### config.mk
export PLATFORM = sky130hd
export DESIGN_NAME = uart_pkt_decoder_flat
export DESIGN_NICKNAME = d
export VERILOG_FILES = /design/src/rtl/uart_pkt_decoder_if.sv /design/src/rtl/uart_pkt_decoder.sv /design/src/flat_wrapper.sv
export SDC_FILE = /design/constraint.sdc
export NUM_CORES = 1
export LEC_CHECK = 0
export BUFFER_PORTS_ARGS = -buffer_cell sky130_fd_sc_hd__buf_2
export CELL_PAD_IN_SITES_DETAIL_PLACEMENT = 0
export CELL_PAD_IN_SITES_GLOBAL_PLACEMENT = 1
export CORE_UTILIZATION = 55
export DETAILED_ROUTE_END_ITERATION = 8
export PLACE_DENSITY_LB_ADDON = 0.3
export SLEW_MARGIN = 20
export SYNTH_ARGS = -nofsm -noshare
export SYNTH_HDL_FRONTEND = slang
export SYNTH_SLANG_ARGS = --single-unit
### constraint.sdc
create_clock -name clk -period 3.5 [get_ports clk]
set_input_delay 0.175 -clock clk [delete_from_list [all_inputs] [get_ports clk]]
set_output_delay 0.175 -clock clk [all_outputs]
set_load 0.01 [all_outputs]
### src/rtl/uart_pkt_decoder_if.sv
// Byte-stream bundle around the packet decoder: receiver strobes in, valid/ready payload out.
// slave is the decoder side; master is the receiver/sink side.
interface uart_pkt_decoder_if;
    logic       in_valid;
    logic [7:0] in_data;
    logic       in_break;
    logic       out_valid;
    logic [7:0] out_data;
    logic       out_last;
    logic       out_ready;

    modport master (
        output in_valid, in_data, in_break, out_ready,
        input  out_valid, out_data, out_last
    );

    modport slave (
        input  in_valid, in_data, in_break, out_ready,
        output out_valid, out_data, out_last
    );
endinterface

### src/rtl/uart_pkt_decoder.sv
// Framed-packet decoder: SOF, LEN, payload, XOR checksum. Good payloads are replayed on a
// valid/ready stream with a last marker; bad frames are dropped and flagged with one-cycle pulses.
module uart_pkt_decoder #(
    parameter logic [7:0]  SOF_BYTE       = 8'hA5,
    parameter int unsigned MAX_LEN        = 16,
    parameter int unsigned TIMEOUT_CYCLES = 100000
) (
    input  logic              clk,
    input  logic              reset,
    uart_pkt_decoder_if.slave bus_io,
    output logic              pkt_ok,
    output logic              err_chk,
    output logic              err_len,
    output logic              err_timeout,
    output logic              err_overrun,
    output logic              busy
);
    localparam int unsigned     IdxW    = (MAX_LEN > 1) ? $clog2(MAX_LEN) : 1;
    localparam int unsigned     CntW    = $clog2(TIMEOUT_CYCLES + 1);
    localparam logic [7:0]      MaxLen  = 8'(MAX_LEN);
    localparam logic [CntW-1:0] TmoLast = CntW'(TIMEOUT_CYCLES - 1);
    localparam logic [IdxW-1:0] Idx0    = '0;

    typedef enum logic [2:0] {StIdle, StLen, StPayload, StChk, StDrain} state_e;

    state_e          state_q;
    logic [7:0]      len_q, idx_q, rd_q, xor_q;
    logic [CntW-1:0] tmo_q;
    logic [7:0]      out_data_q;
    logic            out_valid_q, out_last_q, busy_q;
    logic            pkt_ok_q, err_chk_q, err_len_q, err_timeout_q, err_overrun_q;
    logic [7:0]      buf_q [MAX_LEN];

    logic       byte_v, brk_v, in_frame, tmo_hit;
    logic [7:0] rd_inc;

    assign byte_v   = bus_io.in_valid && !bus_io.in_break;
    assign brk_v    = bus_io.in_valid && bus_io.in_break;
    assign in_frame = (state_q == StLen) || (state_q == StPayload) || (state_q == StChk);
    assign tmo_hit  = !bus_io.in_valid && (tmo_q == TmoLast);
    assign rd_inc   = rd_q + 8'd1;

    // Payload storage has no reset; only the first len entries are ever read back.
    always_ff @(posedge clk) begin
        if (state_q == StPayload && byte_v) begin
            buf_q[idx_q[IdxW-1:0]] <= bus_io.in_data;
        end
    end

    always_ff @(posedge clk) begin
        if (reset) begin
            state_q       <= StIdle;
            len_q         <= '0;
            idx_q         <= '0;
            rd_q          <= '0;
            xor_q         <= '0;
            tmo_q         <= '0;
            out_data_q    <= '0;
            out_valid_q   <= 1'b0;
            out_last_q    <= 1'b0;
            busy_q        <= 1'b0;
            pkt_ok_q      <= 1'b0;
            err_chk_q     <= 1'b0;
            err_len_q     <= 1'b0;
            err_timeout_q <= 1'b0;
            err_overrun_q <= 1'b0;
        end else begin
            pkt_ok_q      <= 1'b0;
            err_chk_q     <= 1'b0;
            err_len_q     <= 1'b0;
            err_timeout_q <= 1'b0;
            err_overrun_q <= 1'b0;

            if (in_frame) begin
                tmo_q <= bus_io.in_valid ? '0 : tmo_q + 1'b1;
            end

            case (state_q)
                StIdle: begin
                    if (byte_v && bus_io.in_data == SOF_BYTE) begin
                        state_q <= StLen;
                        busy_q  <= 1'b1;
                        tmo_q   <= '0;
                    end
                end
                StLen: begin
                    if (brk_v) begin
                        state_q <= StIdle;
                        busy_q  <= 1'b0;
                    end else if (byte_v) begin
                        len_q <= bus_io.in_data;
                        xor_q <= bus_io.in_data;
                        if (bus_io.in_data == 8'd0 || bus_io.in_data > MaxLen) begin
                            err_len_q <= 1'b1;
                            state_q   <= StIdle;
                            busy_q    <= 1'b0;
                        end else begin
                            idx_q   <= '0;
                            state_q <= StPayload;
                        end
                    end else if (tmo_hit) begin
                        err_timeout_q <= 1'b1;
                        state_q       <= StIdle;
                        busy_q        <= 1'b0;
                    end
                end
                StPayload: begin
                    if (brk_v) begin
                        state_q <= StIdle;
                        busy_q  <= 1'b0;
                    end else if (byte_v) begin
                        xor_q <= xor_q ^ bus_io.in_data;
                        idx_q <= idx_q + 8'd1;
                        if (idx_q == len_q - 8'd1) begin
                            state_q <= StChk;
                        end
                    end else if (tmo_hit) begin
                        err_timeout_q <= 1'b1;
                        state_q       <= StIdle;
                        busy_q        <= 1'b0;
                    end
                end
                StChk: begin
                    if (brk_v) begin
                        state_q <= StIdle;
                        busy_q  <= 1'b0;
                    end else if (byte_v) begin
                        if (bus_io.in_data == xor_q) begin
                            // First payload byte is presented in the same cycle as pkt_ok.
                            pkt_ok_q    <= 1'b1;
                            rd_q        <= '0;
                            out_valid_q <= 1'b1;
                            out_data_q  <= buf_q[Idx0];
                            out_last_q  <= (len_q == 8'd1);
                            state_q     <= StDrain;
                        end else begin
                            err_chk_q <= 1'b1;
                            state_q   <= StIdle;
                            busy_q    <= 1'b0;
                        end
                    end else if (tmo_hit) begin
                        err_timeout_q <= 1'b1;
                        state_q       <= StIdle;
                        busy_q        <= 1'b0;
                    end
                end
                StDrain: begin
                    if (bus_io.in_valid) begin
                        err_overrun_q <= 1'b1;
                    end
                    if (out_valid_q && bus_io.out_ready) begin
                        if (rd_q == len_q - 8'd1) begin
                            out_valid_q <= 1'b0;
                            out_last_q  <= 1'b0;
                            state_q     <= StIdle;
                            busy_q      <= 1'b0;
                        end else begin
                            rd_q       <= rd_inc;
                            out_data_q <= buf_q[rd_inc[IdxW-1:0]];
                            out_last_q <= (rd_inc == len_q - 8'd1);
                        end
                    end
                end
                default: begin
                    state_q <= StIdle;
                    busy_q  <= 1'b0;
                end
            endcase
        end
    end

    assign bus_io.out_valid = out_valid_q;
    assign bus_io.out_data  = out_data_q;
    assign bus_io.out_last  = out_last_q;
    assign pkt_ok           = pkt_ok_q;
    assign err_chk          = err_chk_q;
    assign err_len          = err_len_q;
    assign err_timeout      = err_timeout_q;
    assign err_overrun      = err_overrun_q;
    assign busy             = busy_q;
endmodule

### src/flat_wrapper.sv
// flat-port wrapper written by rule: the top's interface ports become plain ports
module uart_pkt_decoder_flat 
#(
    parameter logic [7:0]  SOF_BYTE       = 8'hA5,
    parameter int unsigned MAX_LEN        = 16,
    parameter int unsigned TIMEOUT_CYCLES = 100000
)
  (clk, reset, pkt_ok, err_chk, err_len, err_timeout, err_overrun, busy, bus_io_in_valid, bus_io_in_data, bus_io_in_break, bus_io_out_ready, bus_io_out_valid, bus_io_out_data, bus_io_out_last);
  uart_pkt_decoder_if bus_io_i ();
  input  logic clk;
  input  logic reset;
  output logic pkt_ok;
  output logic err_chk;
  output logic err_len;
  output logic err_timeout;
  output logic err_overrun;
  output logic busy;
  input wire logic [$bits(bus_io_i.in_valid)-1:0] bus_io_in_valid;
  input wire logic [$bits(bus_io_i.in_data)-1:0] bus_io_in_data;
  input wire logic [$bits(bus_io_i.in_break)-1:0] bus_io_in_break;
  input wire logic [$bits(bus_io_i.out_ready)-1:0] bus_io_out_ready;
  output wire logic [$bits(bus_io_i.out_valid)-1:0] bus_io_out_valid;
  output wire logic [$bits(bus_io_i.out_data)-1:0] bus_io_out_data;
  output wire logic [$bits(bus_io_i.out_last)-1:0] bus_io_out_last;
  assign bus_io_i.in_valid = bus_io_in_valid;
  assign bus_io_i.in_data = bus_io_in_data;
  assign bus_io_i.in_break = bus_io_in_break;
  assign bus_io_i.out_ready = bus_io_out_ready;
  assign bus_io_out_valid = bus_io_i.out_valid;
  assign bus_io_out_data = bus_io_i.out_data;
  assign bus_io_out_last = bus_io_i.out_last;
  uart_pkt_decoder #(.SOF_BYTE(SOF_BYTE), .MAX_LEN(MAX_LEN), .TIMEOUT_CYCLES(TIMEOUT_CYCLES)) u_core (.clk(clk), .reset(reset), .bus_io(bus_io_i), .pkt_ok(pkt_ok), .err_chk(err_chk), .err_len(err_len), .err_timeout(err_timeout), .err_overrun(err_overrun), .busy(busy));
endmodule
==> results of run 1 <==
## cell families (layout without fill, tap and decap cells)
kind of cell / count (synthesis) / in the layout / share of synthesized area (%)
simple gates: 207 / 207 / 11.8
flops: 196 / 196 / 58.7
compound gates: 97 / 97 / 8.00
xor+xnor: 60 / 60 / 6.32
mux: 60 / 60 / 11.3
buf+inv: 57 / 94 / 2.75
fa+ha+maj: 8 / 8 / 1.13
## where the power goes
part	switching [mW]	total, mW	internal (mW)
Sequential	0.000176	2.46	2.46
Clock	0.859	1.99	1.13
Combinational	0.0637	0.0812	0.0175
## stage by stage
| step | total power, mW | hold WS, ns | area (sq um) | instances | setup WS, ns |
|---|---|---|---|---|---|
| CTS | 4.56 | 0.115 | 9870 | 938 | 0.632 |
| global route | 4.64 | 0.135 | 9870 | 938 | 0.474 |
| floorplan | 2.53 | 0.274 | 8870 | 685 | 1.12 |
| finish | 4.53 | 0.149 | 9870 | 938 | 0.646 |
| global placement | 2.59 | 0.467 | 9260 | 906 | 0.635 |
| detailed placement | 2.59 | 0.472 | 9260 | 906 | 0.665 |
## layout by cell type, fill, tap and decap left out, types with 4 or more instances in the layout
cell	instances
a211oi_1	4
nand2b_1	8
buf_2	28
or3_1	8
or4_1	4
nand3_1	26
nor3_1	16
a31oi_1	6
clkbuf_16	17
nand4_1	12
mux2i_1	27
nor2_1	67
edfxtp_1	128
and3_1	4
o21ai_0	17
a21oi_1	18
a221oi_1	9
nor4_1	7
o22ai_1	8
buf_4	15
nor3b_1	5
inv_1	17
dfxtp_1	67
ha_1	8
xnor2_1	38
nand2_1	32
a211oi_2	8
xor2_1	19
mux4_2	32
o211ai_1	8
clkinv_4	4
## registers in the layout, summed over array words and instances (netlist names), 3 cells and up
register,flops
u_core.rd_q,8
u_core.buf_q,128
u_core.len_q,8
u_core.xor_q,8
u_core.bus_io.out_data,8
u_core.idx_q,8
u_core.tmo_q,17
u_core.state_q,3
## layout make-up
type,instances,area [sq um],area share (%)
well taps,216,270,2.74
clock inverters,15,181,1.84
flip-flops and latches,196,5210,52.8
repair buffers,45,293,2.97
clock buffers,17,425,4.31
multi-input cells,432,3430,34.7
inverters,17,63.8,0.647
## path summary, 6_finish.rpt
path | from | to | slack [ns] | cells past startpoint
setup / recovery | u_core.state_q[2] | u_core.rd_q[3] | 0.65 | 5
hold / removal | bus_io_in_valid | u_core.err_overrun | 0.15 | 3
setup reg to reg | u_core.state_q[2] | u_core.rd_q[3] | 0.65 | 5
hold reg to reg | u_core.bus_io.out_data[7] | u_core.bus_io.out_data[7] | 0.49 | 2
## worst min-delay path: stages
cell	delay, ns
buf_2	0.12
inv_1	0.15
nor3_1	0.08
## layer usage
layer | share of wire, % | global-route usage [%] | vias to the layer above
li1 | - | - | 2632
met1 | 46 | 35.8 | 2828
met2 | 49 | 41.7 | 119
met3 | 4.0 | 4.53 | 17
met4 | 1.2 | 6.78 | 0
met5 | 0 | 0 | -
==> flow_metrics.tcl, run 1 <==
set metrics [dict create \
    drt_first_pass_iters 5 \
    final_core_util_pct 62.3 \
    grt_usage_pct 25.7 \
    fin_crit_ns 2.85 \
    cts_resized 0 \
    synth_edf_count 128 \
    rsz0062_at_grt "no" \
    worstSetupPathType "reg2reg" \
    peakVddDrop_v 0.000379 \
    worst_pin_slew_ns 0.807 \
    cts.sinks 196 \
    netlist_area_sq_um 8870 \
    die_w_um 129 \
    grt_max_degree 31 \
    crit_required_ns 3.81 \
    io_pins 29 \
    clkSlewWorstSetupHoldPaths_ns 0.07 \
    cp_slowest_cell "nor3b_1" \
    critPathMaxStageDelay_ns 0.72 \
    syn_to_final_growth_pct 11.2 \
    synth_area_leaders "edfxtp_1 (43%), dfxtp_1 (15%), mux4_2 (8.1%), xnor2_1 (3.8%), mux2i_1 (3.0%)" \
    post-cts-setup-buffers 0 \
    ys_ff_latch 196 \
    dr.first_iter.drc_count 539 \
    synth_largest_area_cell "edfxtp_1" \
    hpwl_um 13500 \
    htreeDepth 4 \
    min_path_type "in2reg" \
    port_buffers 28 \
    ant_nets 0 \
    path_cells "nor3b_1 -> nand3_1 -> a41o_4 -> and2_4 -> a32o_1" \
    grt_pass1_wl_um 31100 \
    via_count 5596 \
    row_count 46 \
    fin_skew_ns 0.0104 \
    power_density_nw_per_um2 459 \
    num_antenna_cells 0 \
    grt-ovfl-total 0 \
    synth_flop_cell "edfxtp_1" \
    timing.fmax_ghz 0.350 \
    setup_viol_count_final 0 \
    core_sq_um 15800 \
    initial_core_util_pct 56.0 \
    die_h_um 129 \
    fin_tns_setup_ns 0 \
    cp_max_fo 17 \
    netlist.area_leader.share_pct 43.3 \
    synthTopCellsByCount "edfxtp_1 (128), dfxtp_1 (68), nor2_1 (67), xnor2_1 (38)" \
    finalCritPeriodShare_pct 81.5 \
    p_leak_nw 3.27 \
    async_reset_ff_share_pct 0 \
    avgViaCountPerCell 5.97 \
    ys_warn_count 0 \
    root_buffer "clkbuf_16" \
    synth_area_per_cell_sq_um 13.0 \
    slew_violations 0 \
    synthCells 685 \
    wire_per_inst_um 21.4 \
    wl_um 20000 \
    start_kind "register" \
    gp_congestion 0.868 \
    final_hold_viol_count 0 \
    nFillCells 1212 \
    dieArea_sq_um 16600 \
    cts_buffers 17 \
    cts_tree "built" \
    crit_family "simple AND/OR/NAND/NOR gates" \
    maxCapViolations 0 \
    synth_seq_area_share_pct 58.7 \
    crit_buf_inv 0 \
    crit_path_end_kind "register" \
    maxSlewHeadroom_pct 46.0 \
    clock_latency_ns 0.43 \
    antenna_found_initial 0 \
    crit_arrival_ns 3.17 \
    status "complete, no violations" \
    synth_cell_types 60 \
    cts_hold_buffers 0 \
    drive_gt1_share_pct 18.1 \
    nets 730 \
    yosysMostFrequentCell "edfxtp_1" \
    cts_buffer_depth 2 \
    grt_pass1_vias 5532 \
    synth_fp_nets 706 \
    drc 0 \
]
Note: power is estimated with default switching activity, not from simulation.
==> inputs of run 2 (changes only) <==
- ABC_AREA: default -> 1
- CORE_UTILIZATION: 55 -> 48
- clock period: 3.5 -> 2.98 ns (I/O delays scaled with it)
==> run 2 against run 1 <==
Area after synthesis rose by 2.2%. Hold slack got worse by 0.083 ns. First-iteration DRC count rose by 11%. Worst setup slack got worse by 0.12 ns. Maximum frequency rose by 16%. Sequential power rose by 18%. Critical path depth rose by 1. Global-route usage fell by 1.3 points.
==> flow_metrics.tcl, run 2 <==
set metrics [dict create \
    nets 1044 \
    crit_required_ns 3.05 \
    maxCapViolations 0 \
    row_count 49 \
    grt_usage_pct 24.4 \
    die_h_um 139 \
    ys_warn_count 0 \
    worst_pin_slew_ns 0.741 \
    ant_nets 0 \
    power_density_nw_per_um2 548 \
    gp_congestion 0.838 \
    avgViaCountPerCell 5.54 \
    worstSetupPathType "reg2reg" \
    via_count 7008 \
    synth_largest_area_cell "edfxtp_1" \
    cts_resized 0 \
    synth_area_leaders "edfxtp_1 (42%), dfxtp_1 (15%), nor2_1 (7.0%), nand2_1 (6.5%), o21ai_0 (5.7%)" \
    root_buffer "clkbuf_16" \
    synth_flop_cell "edfxtp_1" \
    drive_gt1_share_pct 11.0 \
    cts_hold_buffers 0 \
    drt_first_pass_iters 5 \
    dr.first_iter.drc_count 600 \
    num_antenna_cells 0 \
    final_hold_viol_count 0 \
    port_buffers 28 \
    htreeDepth 4 \
    timing.fmax_ghz 0.408 \
    ys_ff_latch 196 \
    synth_seq_area_share_pct 57.4 \
    cts_tree "built" \
    synth_fp_nets 1015 \
    clock_latency_ns 0.44 \
    min_path_type "in2reg" \
    io_pins 29 \
    async_reset_ff_share_pct 0 \
    wl_um 22800 \
    setup_viol_count_final 0 \
    peakVddDrop_v 0.000442 \
    regArea_sq_um 5210 \
    slew_violations 0 \
    cts.sinks 196 \
    netlist.area_leader.share_pct 42.4 \
    yosysMostFrequentCell "nor2_1" \
    crit_path_end_kind "register" \
    cp_max_fo 14 \
    grt-ovfl-total 0 \
    fin_skew_ns 0.0162 \
    dieArea_sq_um 19400 \
    grt_pass1_vias 6755 \
    wire_per_inst_um 18.1 \
    netlist_area_sq_um 9070 \
    core_sq_um 18200 \
    fin_tns_setup_ns 0 \
    synthCells 994 \
    post-cts-setup-buffers 0 \
    p_leak_nw 3.75 \
    cts_buffer_depth 2 \
    setup_slack_ns 0.526 \
    hpwl_um 15700 \
    finalCritPeriodShare_pct 82.3 \
    antenna_found_initial 0 \
    fin_crit_ns 2.45 \
    synthTopCellsByCount "nor2_1 (169), nand2_1 (156), edfxtp_1 (128), o21ai_0 (104)" \
    grt_pass1_wl_um 36000 \
    pre_cts_slack_ns 0.492 \
    layout_commonest_cell "nor2_1" \
    rsz0062_at_grt "no" \
    synth_cell_types 41 \
    maxSlewHeadroom_pct 50.4 \
    die_w_um 139 \
    grt_max_degree 62 \
    synth_edf_count 128 \
    synth_area_per_cell_sq_um 9.12 \
    drc 0 \
    status "complete, no violations" \
    nFillCells 1649 \
    clkSlewWorstSetupHoldPaths_ns 0.08 \
    syn_to_final_growth_pct 11.2 \
    layout_common_cells "nor2_1 (169), nand2_1 (156), edfxtp_1 (128)" \
    initial_core_util_pct 49.8 \
    reg2reg_slack_ns 0.53 \
    start_kind "register" \
    cts_buffers 17 \
    largest_register_ffs 128 \
    crit_arrival_ns 2.52 \
    multi_input_area_sq_um 3400 \
]
-- run 2: cell types whose count changed after synthesis, moves of 22 or more --
cell / before / now
a21oi_1: 18 / 50
inv_1: 17 / 68
mux2i_1: 27 / 0
mux4_2: 32 / 0
nand2_1: 32 / 156
nand3_1: 26 / 58
nor2_1: 67 / 169
o211ai_1: 8 / 30
o21ai_0: 17 / 104
xnor2_1: 38 / 8
-- run 2: metrics by stage --
| stage | util [%] | std cells | hold WS, ns | area, sq um | power (mW) |
|---|---|---|---|---|---|
| floorplan | - | 994 | 0.248 | 9070 | 3.16 |
| global placement | 52.1 | 1233 | 0.471 | 9490 | 3.28 |
| detailed placement | 52.1 | 1233 | 0.479 | 9490 | 3.28 |
| CTS | 55.4 | 1265 | 0.0637 | 10100 | 5.54 |
| global route | 55.4 | 1265 | 0.0548 | 10100 | 5.68 |
| finish | 55.4 | 1265 | 0.0657 | 10100 | 5.53 |
-- run 2: path summary, 6_finish.rpt --
path,from,end,cells after the start
hold reg to reg,u_core.bus_io.out_data[3],u_core.bus_io.out_data[3],2
setup reg to reg,u_core.state_q[1],u_core.buf_q[5][0],6
hold / removal,bus_io_in_data[5],u_core.buf_q[15][5],1
setup / recovery,u_core.state_q[1],u_core.buf_q[5][0],6
-- run 2: cells by family (layout without fill, tap and decap cells) --
kind of cell	count (synthesis)	after routing	share of synthesized area, %
AOI/OAI and AO/OA	204	204	12.4
buffers and inverters	117	159	5.09
and+or+nand+nor	440	440	21.0
xor gates and xnor gates	29	29	2.97
DFF	196	196	57.4
adders and majority gates	8	8	1.10
-- run 2: area by class of cell --
class	instances	area share [%]
Tap cell	229	2.84
Clock buffer	17	4.22
Sequential cell	196	51.7
Timing Repair Buffer	47	2.93
Inverter	80	2.98
Clock inverter	15	1.65
Multi-Input combinational cell	681	33.7
-- run 2: critical path, cell delays in order (launching register included) --
cell	delay (ns)
dfxtp_1	0.41
inv_2	0.08
nor3_4	0.28
inv_2	0.19
nor2_2	0.27
nand2_1	0.26
nor2_1	0.61
-- run 2: power by group --
part | switching [mW] | total [mW] | leakage (nW) | internal [mW]
sequential | 0.0144 | 2.91 | 1.70 | 2.90
clock | 1.11 | 2.31 | 0.280 | 1.20
combinational | 0.217 | 0.305 | 1.77 | 0.0873
total | 1.35 | 5.53 | 3.75 | 4.18
-- run 2: layer usage --
layer | wire (um) | global-route usage (%)
met1 | 10400 | 33.0
met2 | 10900 | 40.1
met3 | 1160 | 4.30
met4 | 336 | 7.25
met5 | 0 | 0
==> inputs of run 3 (changes only) <==
- CORE_UTILIZATION: 48 -> 44
- clock period: 2.98 -> 2.2 ns (I/O delays scaled with it)
==> run 3 against run 2 <==
Clock power is 30% higher. Final area grew 3.8%. Wire length rose by 0.76%. Critical path type unchanged. Largest power group unchanged. Highest routed layer unchanged.
==> flow_metrics.tcl, run 3 (same netlist as run 2, synthesis figures left out) <==
set metrics [dict create \
    crit_arrival_ns 2.49 \
    avgViaCountPerCell 5.27 \
    status "complete, no violations" \
    num_antenna_cells 0 \
    grt_max_degree 76 \
    grt_usage_pct 22.2 \
    path_depth 10 \
    wl_met1_um 10700 \
    wl_met2_um 11200 \
    cp_max_fo 44 \
    root_buffer "clkbuf_16" \
    highest_layer "met4" \
    nets 1076 \
    crit_buf_inv 1 \
    power.share.clock_pct 40.7 \
    cts_buffers 17 \
    setup_viol_count_final 0 \
    row_count 52 \
    maxSlewHeadroom_pct 72.3 \
    crit_family "simple AND/OR/NAND/NOR gates" \
    intPower_mw 5.58 \
    die_w_um 146 \
    via_count 7054 \
    cts.sinks 196 \
    nFillCells 1893 \
    finalCritPeriodShare_pct 96.1 \
    p_seq_share_pct 53.5 \
    fin_crit_ns 2.11 \
    clock_latency_ns 0.44 \
    rsz0062_at_grt "yes" \
    layout_common_cells "nor2_1 (169), nand2_1 (154), edfxtp_1 (128)" \
    cts_hold_buffers 0 \
    worstSetupEndpoint "u_core.bus_io.out_data[4]" \
    maxCapViolations 0 \
    power_density_nw_per_um2 705 \
    port_buffers 28 \
    io_pins 29 \
    hpwl_um 15500 \
    clkSlewWorstSetupHoldPaths_ns 0.08 \
    hold-worst-slack_ns 0.0330 \
    power_frac_comb_pct 5.7 \
    htreeDepth 4 \
    worst_pin_slew_ns 0.412 \
    dr.first_iter.drc_count 424 \
    cts_tree "built" \
    finalNonFillerCells 1338 \
    total_power_mw 7.37 \
    wl_um 23000 \
    fin_skew_ns 0.0103 \
    worstSetupPathType "reg2reg" \
    reg2reg_slack_ns 0.09 \
    met3_wirelength_um 725 \
    drt_first_pass_iters 5 \
    layout_commonest_cell "nor2_1" \
    die_h_um 146 \
    p_switching_mw 1.79 \
    rr_endpoint "u_core.bus_io.out_data[4]" \
    p_leak_nw 3.94 \
    regArea_sq_um 5210 \
    largest_register_ffs 128 \
    multi_input_area_sq_um 3430 \
    slew_violations 0 \
    gp_congestion 0.849 \
    ant_nets 0 \
    wire_per_inst_um 17.2 \
    antenna_found_initial 0 \
    initial_core_util_pct 44.8 \
    place_inst 1304 \
    peakVddDrop_v 0.000582 \
    start_kind "register" \
    crit_start "u_core.rd_q[0]" \
    crit_required_ns 2.57 \
    dieArea_sq_um 21200 \
    reg2reg_depth 10 \
    cts_buffer_depth 2 \
    timing.fmax_ghz 0.473 \
    min_path_type "in2reg" \
    core_sq_um 20200 \
    grt_pass1_wl_um 36000 \
    cp_slowest_cell "dfxtp_4" \
    critPathMaxStageDelay_ns 0.39 \
    syn_to_final_growth_pct 15.4 \
    drc 0 \
    grt_pass1_vias 6670 \
    final_hold_viol_count 0 \
    r2r_start "u_core.rd_q[0]" \
    path_cells "ha_2 -> buf_12 -> o21ai_0 -> o211ai_1 -> nand3_1 -> nand2_1 -> nand2_1 -> o21ai_0 -> nor2_1 -> nor2_1" \
    switching_share_pct 24.3 \
    crit_path_end_kind "register" \
    drive_gt1_share_pct 14.0 \
    grt-ovfl-total 0 \
]
-- run 3: what timing repair did --
| item | CTS | global route |
|---|---|---|
| buffers inserted | 0 | 0 |
| setup endpoints to repair | 0 | 20 |
| gates resized for setup | 0 | 11 |
-- run 3: worst min-delay path by stage --
stage                         endpoint  slack [ns]  cells after the start               from
floorplan           u_core.buf_q[0][0]        0.21                      0  bus_io_in_data[0]
global placement       u_core.xor_q[5]        0.47                      3  bus_io_in_data[5]
detailed placement      u_core.rd_q[7]        0.48                      2     u_core.rd_q[7]
CTS                    u_core.xor_q[5]        0.02                      3  bus_io_in_data[5]
global route           u_core.xor_q[5]        0.04                      3  bus_io_in_data[5]
finish                 u_core.xor_q[5]        0.03                      3  bus_io_in_data[5]
-- run 3: power by group through the flow --
stage | sequential (mW) | combinational (mW) | clock (mW)
finish | 3.95 | 0.423 | 3.00
global route | 3.95 | 0.468 | 3.19
CTS | 3.95 | 0.416 | 3.04
detailed placement | 4.03 | 0.413 | 0
global placement | 4.03 | 0.412 | 0
floorplan | 4.03 | 0.245 | 0
-- run 3: metrics by stage --
stage	cell area [sq um]	utilization, %	worst slack [ns]	setup TNS (ns)
final	10500	51.7	0.0867	0
after global routing	10500	51.7	-0.0292	-0.0309
after CTS	10400	51.2	0.0256	0
after detailed placement	9800	48.5	0.0295	0
after global placement	9800	48.5	0.0657	0
after floorplan	9070	-	0.204	0
-- run 3: tightest hold or removal path: cells and delay by family --
kind / cells / cell delay [ns]
buf+inv: 1 / 0.16
simple gates: 1 / 0.08
compound gates: 1 / 0.07
-- run 3: area by class of cell --
type	instances	area share, %
inverters	80	2.89
clock buffers	20	4.27
flip-flops and latches	196	49.8
repair buffers	79	5.85
well taps	270	3.23
multi-input cells	681	32.8
clock inverters	12	1.12
-- run 3: layer usage --
metal  up-vias  GRT usage (%)
li1       3521              -
met1      3364           29.6
met2       141           37.5
met3        28           3.35
met4         0           6.74
met5         -              0
